### config.mk
export PLATFORM = sky130hd
export DESIGN_NAME = spram_arbiter
export DESIGN_NICKNAME = d
export VERILOG_FILES = /design/src/rtl/spram_arbiter.sv
export SDC_FILE = /design/constraint.sdc
export NUM_CORES = 1
export LEC_CHECK = 0
export BUFFER_PORTS_ARGS = -buffer_cell sky130_fd_sc_hd__buf_2
export CAP_MARGIN = 20
export CELL_PAD_IN_SITES_DETAIL_PLACEMENT = 1
export CELL_PAD_IN_SITES_GLOBAL_PLACEMENT = 1
export CORE_UTILIZATION = 38
export DETAILED_ROUTE_END_ITERATION = 12
export PLACE_DENSITY_LB_ADDON = 0.1
export SYNTH_ARGS = -nofsm -noshare
export SYNTH_HDL_FRONTEND = slang
export SYNTH_SLANG_ARGS = --single-unit
### constraint.sdc
create_clock -name clk -period 3.75 [get_ports clk]
set_input_delay 0.5625 -clock clk [delete_from_list [all_inputs] [get_ports clk]]
set_output_delay 0.5625 -clock clk [all_outputs]
set_load 0.005 [all_outputs]
### src/rtl/spram_arbiter.sv
// rtl/spram_arbiter.sv - round-robin two-requester arbiter in front of a single-port RAM
module spram_arbiter #(
    parameter int ADDR_WIDTH = 4,
    parameter int DATA_WIDTH = 8
) (
    input  logic                  clk,
    input  logic                  rst,
    input  logic                  a_req,
    input  logic                  a_we,
    input  logic [ADDR_WIDTH-1:0] a_addr,
    input  logic [DATA_WIDTH-1:0] a_wdata,
    output logic                  a_gnt,
    output logic                  a_rvalid,
    output logic [DATA_WIDTH-1:0] a_rdata,
    input  logic                  b_req,
    input  logic                  b_we,
    input  logic [ADDR_WIDTH-1:0] b_addr,
    input  logic [DATA_WIDTH-1:0] b_wdata,
    output logic                  b_gnt,
    output logic                  b_rvalid,
    output logic [DATA_WIDTH-1:0] b_rdata,
    output logic                  ram_we,
    output logic [ADDR_WIDTH-1:0] ram_addr,
    output logic [DATA_WIDTH-1:0] ram_din,
    input  logic [DATA_WIDTH-1:0] ram_dout
);

    logic                  ptr_q, ptr_d;
    logic                  accept;
    logic                  win_b;
    logic                  win_we;
    logic [ADDR_WIDTH-1:0] win_addr;
    logic [DATA_WIDTH-1:0] win_wdata;

    logic                  ram_we_q;
    logic [ADDR_WIDTH-1:0] ram_addr_q;
    logic [DATA_WIDTH-1:0] ram_din_q;
    logic                  s1_valid_q, s1_rd_q, s1_port_q;
    logic                  s2_valid_q, s2_rd_q, s2_port_q;
    logic                  a_rvalid_q, b_rvalid_q;
    logic [DATA_WIDTH-1:0] a_rdata_q, b_rdata_q;

    // ptr = 0 favours A on contention; it then moves to whichever side lost.
    always_comb begin
        a_gnt     = 1'b0;
        b_gnt     = 1'b0;
        if (!rst) begin
            if (a_req && (!b_req || !ptr_q)) begin
                a_gnt = 1'b1;
            end else if (b_req) begin
                b_gnt = 1'b1;
            end
        end
        accept    = a_gnt | b_gnt;
        win_b     = b_gnt;
        win_we    = win_b ? b_we    : a_we;
        win_addr  = win_b ? b_addr  : a_addr;
        win_wdata = win_b ? b_wdata : a_wdata;
        ptr_d     = ptr_q;
        if (a_req && b_req && accept) begin
            ptr_d = a_gnt;
        end
    end

    always_ff @(posedge clk or posedge rst) begin
        if (rst) begin
            ptr_q      <= 1'b0;
            ram_we_q   <= 1'b0;
            ram_addr_q <= '0;
            ram_din_q  <= '0;
            s1_valid_q <= 1'b0;
            s1_rd_q    <= 1'b0;
            s1_port_q  <= 1'b0;
            s2_valid_q <= 1'b0;
            s2_rd_q    <= 1'b0;
            s2_port_q  <= 1'b0;
            a_rvalid_q <= 1'b0;
            b_rvalid_q <= 1'b0;
            a_rdata_q  <= '0;
            b_rdata_q  <= '0;
        end else begin
            ptr_q      <= ptr_d;
            ram_we_q   <= accept & win_we;
            if (accept) begin
                ram_addr_q <= win_addr;
                ram_din_q  <= win_wdata;
            end
            s1_valid_q <= accept;
            s1_rd_q    <= accept & ~win_we;
            s1_port_q  <= win_b;
            s2_valid_q <= s1_valid_q;
            s2_rd_q    <= s1_rd_q;
            s2_port_q  <= s1_port_q;
            // RAM output is valid here, two edges after the command was accepted.
            a_rvalid_q <= s2_valid_q & s2_rd_q & ~s2_port_q;
            b_rvalid_q <= s2_valid_q & s2_rd_q &  s2_port_q;
            if (s2_valid_q && s2_rd_q && !s2_port_q) begin
                a_rdata_q <= ram_dout;
            end
            if (s2_valid_q && s2_rd_q && s2_port_q) begin
                b_rdata_q <= ram_dout;
            end
        end
    end

    assign ram_we   = ram_we_q;
    assign ram_addr = ram_addr_q;
    assign ram_din  = ram_din_q;
    assign a_rvalid = a_rvalid_q;
    assign b_rvalid = b_rvalid_q;
    assign a_rdata  = a_rdata_q;
    assign b_rdata  = b_rdata_q;

endmodule

# [Word level (Yosys, flattened, before mapping)]
# Cells that the tools add are included.
# W data, S select, Z words.
[totals] regBits=38 in_bits=38 output_inout_bits=33 word_cells=40
[classes] muxes=8 bitwise_logic=8 n_reduce_logical=10
[op_table] op="$mux W8" n=1
[op_table] op="$logic_and A1 B1 Y1" n=6
[op_table] op="$mux W1" n=6
[op_table] op="$and A1 B1 Y1" n=5
[op_table] op="$mux W4" n=1
[op_table] op="$logic_not A1 Y1" n=3
[op_table] op="$not A1 Y1" n=2
[op_table] op="$logic_or A1 B1 Y1" n=1
[op_table] op="$or A1 B1 Y1" n=1

# [Longest topological paths before layout]
# Gate-level depths: netlist of run 1.
[depth] depth_word=8 ltp_mapped=4 depth_no_buf=3

# [Worst setup path before layout of run 1]
# OpenSTA, ideal clock, no wires.
[synth_path] path_kind="input-to-output" from="input port rst" to="output port a_gnt" t_arrival_ps=1865 required_time_ps=3188 setup_slack_ps=1322 stages=4 n_path_buf=1 path_cell_list="inv_1 nand3_2 buf_6 inv_1"
[synth_between] elab_chain_cells=1
[synth_lines] element="start, declared" line_no="7" text="input logic rst,"
[synth_lines] element="$mux W1" line_no="47" text="if (!rst) begin"
[synth_lines] element="end, declared" line_no="12" text="output logic a_gnt,"
# Every way passes these cells.

# [Final worst setup path of run 1]
[layout_path] from="input port b_req" to="output port a_gnt"
[layout_between] elab_chain_cells=5
[layout_lines] element="start, declared" line_no="15" text="input logic b_req,"
[layout_lines] element="$logic_not A1 Y1" line_no="48" text="if (a_req && (!b_req || !ptr_q)) begin"
[layout_lines] element="$logic_or A1 B1 Y1" line_no="48"
[layout_lines] element="$logic_and A1 B1 Y1" line_no="48"
[layout_lines] element="$mux W1" line_no="48"
[layout_lines] element="$mux W1" line_no="47"
# Every way passes these cells.

==> results of run 1 <==
cells in the mapped netlist:
cell type | n | share of area (%)
and2b_4 | 1 | 0.66
buf_6 | 2 | 1.5
o21bai_2 | 1 | 0.74
dfrtp_1 | 38 | 63
nand3b_2 | 1 | 0.74
nand3_1 | 2 | 0.66
nand2_4 | 1 | 0.74
mux2_2 | 16 | 12
nand3_2 | 2 | 1.3
nand2b_1 | 12 | 5.0
nand2_1 | 2 | 0.50
o221a_2 | 3 | 2.2
nand2b_2 | 1 | 0.58
inv_1 | 6 | 1.5
xnor2_1 | 1 | 0.58
a21oi_1 | 2 | 0.66
o221a_1 | 9 | 6.7
buf_2 | 1 | 0.33
nand3b_1 | 2 | 0.99
logic make-up after synthesis:
kind of cell / share of synthesized area (%)
flip-flops: 62.8
AND/OR/NAND/NOR: 11.1
multiplexers: 11.9
AO/OA/AOI/OAI: 10.3
buffers and inverters: 3.30
XOR/XNOR: 0.578
through the flow:
stage          utilization, %  cell area (µm²)  std cells
2_1_floorplan               -             1520        103
3_3_place_gp             50.9             1910        219
3_5_place_dp             50.9             1910        219
4_1_cts                  53.7             2010        227
5_1_grt                  53.7             2010        227
6_report                 53.7             2010        227
final cells by class:
class	instances	area share (%)
sequential	38	47.3
multi-input combinational	56	25.6
timing repair buffer	71	17.8
clock buffer	7	3.79
tap	48	2.99
clock inverter	1	1.49
inverter	6	1.12
worst register-to-register path: cells and delay by family (launching register included):
family             cells  cell delay [ps]
DFF                    1              400
AOI/OAI and AO/OA      1              370
and+or+nand+nor        2              400
flip-flops by register name (all words and copies together) (netlist names):
register,cells
s2_valid_q,1
s1_rd_q,1
s1_valid_q,1
s2_rd_q,1
ram_we,1
b_rdata,8
a_rdata,8
b_rvalid,1
ram_addr,4
s2_port_q,1
ram_din,8
ptr_q,1
s1_port_q,1
a_rvalid,1
per-layer routing:
| layer | GRT usage, % | wire length, µm |
|---|---|---|
| met4 | 9.78 | 47 |
| met3 | 4.86 | 231 |
| met1 | 21.1 | 1300 |
| met5 | 0 | 0 |
| met2 | 33.5 | 1920 |
final timing paths:
| path | startpoint | endpoint | slack, ps | depth (start not counted) |
|---|---|---|---|---|
| max reg2reg | ptr_q | ram_din[7] | 2460 | 3 |
| max | b_req | a_gnt | 1870 | 5 |
| min | s1_rd_q | s2_rd_q | 360 | 0 |
| min in group asynchronous | rst | ptr_q | 450 | 3 |
| max in group asynchronous | rst | a_rdata[4] | 2970 | 3 |
| min reg2reg | s1_rd_q | s2_rd_q | 360 | 0 |
power breakdown:
part,switching (mW),leakage [nW],internal (mW)
Combinational,0.123,0.497,0.176
Clock,0.136,0.0524,0.199
Sequential,0.0516,0.448,0.517
Total,0.311,0.997,0.892
==> flow_metrics.tcl, run 1 <==
set metrics [dict create \
    grt_max_degree 39 \
    antenna_left 0 \
    cts_max_path_buffers 2 \
    viasPerCell 4.93 \
    die_x_um 65.1 \
    rsz0062_at_grt "false" \
    crit_path_max_incr_delay_ps 260 \
    io-pin-count 71 \
    crit_path_end_kind "output pin" \
    drive_gt1_share_pct 57.5 \
    antenna_found_initial 0 \
    crit_top_cell "buf_2" \
    n_fill_cell 416 \
    setup_ws_ps 1870 \
    cp_top_family "simple AND/OR/NAND/NOR gates" \
    num_rows 22 \
    hold_buffers 0 \
    grt_pass1_wl_mm 5.83 \
    routed_wl_mm 3.50 \
    cts.sinks 38 \
    cts-resized-gates 0 \
    p_per_area_nw_per_um2 598 \
    critPathSlowestCell "nand3_2" \
    setup_viol 0 \
    root_buffer "clkbuf_8" \
    path_cells "buf_2 -> nand2_1 -> nand3_2 -> inv_1 -> buf_2" \
    slew_violations 0 \
    crit_fanout 13 \
    post_cts_buffers 0 \
    wl_per_cell_um 15.4 \
    finalWeightedCongestion 0.769 \
    synth_fp_nets 141 \
    tritoncts.num_buffers 5 \
    fin_crit_ps 1880 \
    dieHeight_um 65.1 \
    syn_to_final_growth_pct 32.8 \
    multi_input_area_um2 514 \
    min_path_type "flip-flop to flip-flop" \
    clk-insertion-delay-late_ps 290 \
    max_clock_freq_mhz 531 \
    ir_drop_v 0.000225 \
    worstPathRequired_ps 3190 \
    yosys_warnings 0 \
    firstDrtPassIters 4 \
    cts_tree "done" \
    core_area_um2 3740 \
    register_area_um2 951 \
    ys_ff_latch 38 \
    vias 1119 \
    fin_nets 216 \
    skew_ps 3.99 \
    final_common_cell "buf_2" \
    avgSynthCellArea_um2 14.7 \
    worst-slew-pin-transition_ps 566 \
    ys_seq_area_share_pct 62.8 \
    synth_cell_types 19 \
    post-place-ws_ps 1870 \
    grt_use_total_pct 19.0 \
    timing.final.crit_share_pct 50.3 \
    netlist_area_um2 1520 \
    drt_drc_violations_left 0 \
    crit_arrival_ps 1320 \
    portBuffers 70 \
    final_cell_mix "buf_2 (70), dfrtp_1 (38), mux2_2 (16)" \
    die-area_um2 4240 \
    critPathBufInv 3 \
    grt_pass1_vias 1227 \
    power.leakage_nw 0.997 \
    clk_pin_slew_worst_paths_ps 70 \
    whs_ps 358 \
    drtIter0Drc 55 \
    syn_inst 103 \
    p_total_mw 1.20 \
    dpl.hpwl_mm 2.52 \
    start_kind "input port" \
    diodes 0 \
    grt_overflow 0 \
    htreeDepth 2 \
    crit_type "input port to output pin" \
    final_hold_viol_count 0 \
    cap_violations 0 \
    start_util_pct 40.5 \
    status "completed" \
    finalSetupTns_ps 0 \
    relSlewSlack_pct 62.2 \
]
(Power assumes the default switching activity.)
==> run 2: changes to the inputs <==
Settings changed: ABC_AREA from default to 1, CORE_UTILIZATION 38 to 30.
Clock period 3.75 ns to 1.65 ns, I/O delays scaled along.
==> flow_metrics.tcl, run 2 <==
set metrics [dict create \
    yosys_most_used_dff "dfrtp_1" \
    cap_violations 0 \
    power.leakage_nw 1.22 \
    p_per_area_nw_per_um2 1060 \
    cts.sinks 38 \
    synth_fp_nets 221 \
    finalSetupTns_ps 0 \
    crit_top_cell "nand2_1" \
    status "completed" \
    min_path_type "input port to asynchronous set/reset pin" \
    hold_buffers 0 \
    die-area_um2 5810 \
    drtIter0Drc 25 \
    netlist_top_cells_area "dfrtp_1 (58%), nand2_1 (11%), nand3_1 (8.2%)" \
    diodes 0 \
    crit_path_max_incr_delay_ps 370 \
    firstDrtPassIters 4 \
    avgSynthCellArea_um2 9.03 \
    io-pin-count 71 \
    root_buffer "clkbuf_8" \
    crit_type "flip-flop to output pin" \
    start_kind "flip-flop" \
    core_area_um2 5200 \
    antenna_found_initial 0 \
    tritoncts.num_buffers 5 \
    path_cells "nand2_1 -> nand2_1 -> nand2_1 -> inv_1 -> buf_2" \
    drive_gt1_share_pct 35.3 \
    fin_crit_ps 1450 \
    crit_fanout 6 \
    antenna_left 0 \
    worstPathRequired_ps 1400 \
    netlist.area_leader.share_pct 57.6 \
    drt_drc_violations_left 0 \
    yosysMostFrequentCell "nand2_1" \
    grt_overflow 0 \
    dpl.hpwl_mm 2.85 \
    die_x_um 76.2 \
    crit_arrival_ps 1200 \
    grt_use_total_pct 15.0 \
    ys_seq_area_share_pct 57.6 \
    final_common_cell "buf_2" \
    syn_to_final_growth_pct 30.9 \
    vias 1434 \
    critPathSlowestCell "dfrtp_1" \
    cts-resized-gates 0 \
    worst-slew-pin-transition_ps 482 \
    fin_nets 296 \
    final_cell_mix "buf_2 (70), nand2_1 (47), dfrtp_1 (38)" \
    ys_ff_latch 38 \
    grt_pass1_wl_mm 6.93 \
    dieHeight_um 76.2 \
    synth_top_cell_by_area "dfrtp_1" \
    htreeDepth 2 \
    ir_drop_v 0.000336 \
    syn_inst 183 \
    viasPerCell 4.37 \
    final_hold_viol_count 0 \
    synth_enable_flop_cells 0 \
    async_reset_ff_share_pct 100 \
    yosys_warnings 0 \
    crit_path_end_kind "output pin" \
    ys_top_cells_by_count "nand2_1 (47), dfrtp_1 (38), inv_1 (27), nand3_1 (27), o21ai_0 (17)" \
    setup_viol 0 \
    num_rows 26 \
    relSlewSlack_pct 67.9 \
    timing.final.crit_share_pct 88.0 \
    grt_pass1_vias 1492 \
    finalWeightedCongestion 0.709 \
    clk-insertion-delay-late_ps 280 \
    max_clock_freq_mhz 689 \
    post_cts_buffers 0 \
    portBuffers 70 \
    worstRegToRegCells 6 \
    cts_tree "done" \
    rsz0062_at_grt "false" \
    cts_max_path_buffers 2 \
    n_fill_cell 664 \
    netlist_area_um2 1650 \
    wl_per_cell_um 11.8 \
    start_util_pct 31.7 \
    skew_ps 3.10 \
    slew_violations 0 \
    synth_cell_types 16 \
    whs_ps 148 \
    clk_pin_slew_worst_paths_ps 70 \
    grt_max_degree 39 \
    routed_wl_mm 3.87 \
]
[run 2: cell count changes after synthesis, sizes merged, moves of 5 or more]
cell    delta
inv       +23
o221a     -12
buf        +5
nand3b     +9
nand3     +24
mux2      -16
nand2     +45
nand2b    -13
o21ai     +17
[run 2: power by group]
group / switching (mW) / leakage (nW) / total, mW / internal [mW]
Combinational: 0.260 / 0.719 / 0.503 / 0.243
Sequential: 0.0835 / 0.457 / 1.19 / 1.11
Clock: 0.307 / 0.0438 / 0.591 / 0.283
Total: 0.651 / 1.22 / 2.28 / 1.63
[run 2: through the flow]
stage	util (%)	instances	cell area, µm²	total power, mW	setup slack, ps
6_report	41.5	328	2160	2.28	198
3_3_place_gp	40.0	321	2080	1.71	462
4_1_cts	41.5	328	2160	2.33	180
2_1_floorplan	-	183	1660	1.46	104
5_1_grt	41.5	328	2160	2.47	97.4
3_5_place_dp	40.0	321	2080	1.73	395
[run 2: cell families (layout without fill, tap and decap cells)]
logic type             Yosys count  in the layout  share of synthesized area (%)
AO/OA/AOI/OAI                   18             18                           5.68
buffers and inverters           37            112                           10.1
flip-flops                      38             38                           57.6
AND/OR/NAND/NOR                 90             90                           26.7
[run 2: path summary, 6_finish.rpt]
check                            startpoint          end  slack, ps
worst max-delay path                  ptr_q        b_gnt        200
worst min-delay path                    rst        ptr_q        150
worst max register to register        ptr_q  ram_addr[3]        400
worst min register to register   s1_valid_q   s2_valid_q        350
max in group asynchronous               rst   b_rdata[6]       1160
min in group clk                ram_dout[3]   a_rdata[3]        230
[run 2: metal layers]
metal / track usage (%) / up-vias / wire (µm)
li1: - / 723 / -
met1: 17.7 / 660 / 1720
met2: 26.2 / 46 / 1900
met3: 3.95 / 5 / 204
met4: 5.19 / 0 / 53
met5: 0 / - / 0
[run 2: cell type report]
type,instances,area [µm²],area share (%)
Multi-Input combinational cell,108,534,24.7
Timing Repair Buffer,76,395,18.3
Sequential cell,38,951,44.0
Tap cell,70,87.6,4.05
Clock buffer,5,68.8,3.18
Clock inverter,2,10.0,0.463
Inverter,29,115,5.32
[run 2: critical path: cells and delay by family, from the launching register on]
kind	cells	cell delay (ps)
buf+inv	2	170
flops	1	370
simple gates	3	380
==> run 3: changes to the inputs <==
Settings changed: BUFFER_PORTS_ARGS -buffer_cell sky130_fd_sc_hd__buf_2 to -buffer_cell sky130_fd_sc_hd__buf_4, CORE_MARGIN from default to 2.
==> flow_metrics.tcl, run 3 (synthesis gave the netlist of run 2 again) <==
set metrics [dict create \
    status "completed" \
    clk_pin_slew_worst_paths_ps 80 \
    setup_viol 0 \
    vias 1443 \
    cp_top_family "flip-flops" \
    dieHeight_um 78.2 \
    post-place-ws_ps 411 \
    critPathLaunch "ptr_q" \
    portBuffers 70 \
    power.leakage_nw 1.28 \
    dpl.hpwl_mm 3.03 \
    n_fill_cell 655 \
    dpl_cell_area_um2 2250 \
    crit_path_max_incr_delay_ps 390 \
    slew_violations 0 \
    clk-insertion-delay-late_ps 290 \
    design_area_um2 2350 \
    drtIter0Drc 41 \
    finalSetupTns_ps 0 \
    fin_crit_ps 1460 \
    die_x_um 78.2 \
    start_kind "flip-flop" \
    rsz0062_at_grt "false" \
    grt_pass1_wl_mm 6.88 \
    grt_pass1_vias 1488 \
    tritoncts.num_buffers 5 \
    worstPathRequired_ps 1400 \
    start_util_pct 30.6 \
    ir_drop_v 0.000346 \
    relSlewSlack_pct 64.2 \
    cts_max_path_buffers 2 \
    hold_buffers 0 \
    regToRegStartpoint "ptr_q" \
    cts.sinks 38 \
    p_per_area_nw_per_um2 1060 \
    worstRegToRegCells 6 \
    max_clock_freq_mhz 683 \
    min_path_type "input port to asynchronous set/reset pin" \
    timing.final.crit_share_pct 88.7 \
    setup_ws_ps 186 \
    drt_drc_violations_left 0 \
    grt_use_total_pct 14.4 \
    cap_violations 0 \
    final_common_cell "buf_4" \
    crit_arrival_ps 1220 \
    fin_nets 295 \
    cts-resized-gates 0 \
    diodes 0 \
    grt_overflow 0 \
    routed_wl_mm 4.05 \
    io-pin-count 71 \
    antenna_found_initial 0 \
    crit_cells 5 \
    htreeDepth 2 \
    worst-slew-pin-transition_ps 535 \
    syn_to_final_growth_pct 42.2 \
    num_rows 27 \
    wl_per_cell_um 12.3 \
    die-area_um2 6110 \
    post_cts_buffers 0 \
    cts_tree "done" \
    critPathSlowestCell "dfrtp_1" \
    crit_path_end_kind "output pin" \
    skew_ps 2.74 \
    antenna_left 0 \
    final_hold_viol_count 0 \
    crit_top_cell "nand2_1" \
    path_cells "nand2_1 -> nand2_1 -> nand2_1 -> inv_1 -> buf_4" \
    core_area_um2 5410 \
    final_cell_mix "buf_4 (75), nand2_1 (47), dfrtp_1 (38)" \
    crit_type "flip-flop to output pin" \
    viasPerCell 4.37 \
    drive_gt1_share_pct 35.3 \
    root_buffer "clkbuf_8" \
    crit_fanout 5 \
    grt_max_degree 39 \
    finalWeightedCongestion 0.700 \
    firstDrtPassIters 4 \
    critPathBufInv 2 \
]
[run 3: worst min-delay path, delay by kind of cell]
| family | cells | cell delay [ps] |
|---|---|---|
| buf+inv | 3 | 610 |
[run 3: metrics by stage]
| stage | instances | utilization [%] | hold WS (ps) | power [mW] |
|---|---|---|---|---|
| 3_3_place_gp | 322 | 41.7 | 332 | 1.84 |
| 2_1_floorplan | 183 | - | 222 | 1.46 |
| 4_1_cts | 330 | 43.4 | 141 | 2.53 |
| 6_report | 330 | 43.4 | 127 | 2.48 |
| 5_1_grt | 330 | 43.4 | 165 | 2.66 |
| 3_5_place_dp | 322 | 41.7 | 338 | 1.85 |
[run 3: path summary, 6_finish.rpt]
kind                       slack, ps          end
max                              190        b_gnt
min                              130        ptr_q
max reg2reg                      420  ram_addr[0]
min reg2reg                      360      s2_rd_q
min in group clk                 240   a_rdata[0]
max in group asynchronous       1190   b_rdata[4]
[run 3: area by class of cell]
type                            instances  area, µm²  share of cell area [%]
Clock buffer                            6       82.6                    3.52
Clock inverter                          2       12.5                   0.533
Inverter                               29        115                    4.90
Multi-Input combinational cell        108        534                    22.7
Sequential cell                        38        951                    40.5
Tap cell                               72       90.1                    3.84
Timing Repair Buffer                   75        563                    24.0
[run 3: power by group]
part	switching (mW)	internal, mW	total [mW]	leakage [nW]
combinational	0.263	0.350	0.613	0.772
sequential	0.100	1.11	1.21	0.457
clock	0.326	0.336	0.662	0.0472
total	0.689	1.79	2.48	1.28
[run 3: layer usage]
layer / vias up / GRT usage, % / wire length (µm)
met5: - / 0 / 0
met4: 0 / 5.26 / 65
met3: 6 / 3.79 / 209
met2: 46 / 24.1 / 1930
met1: 670 / 17.9 / 1840
li1: 721 / - / -
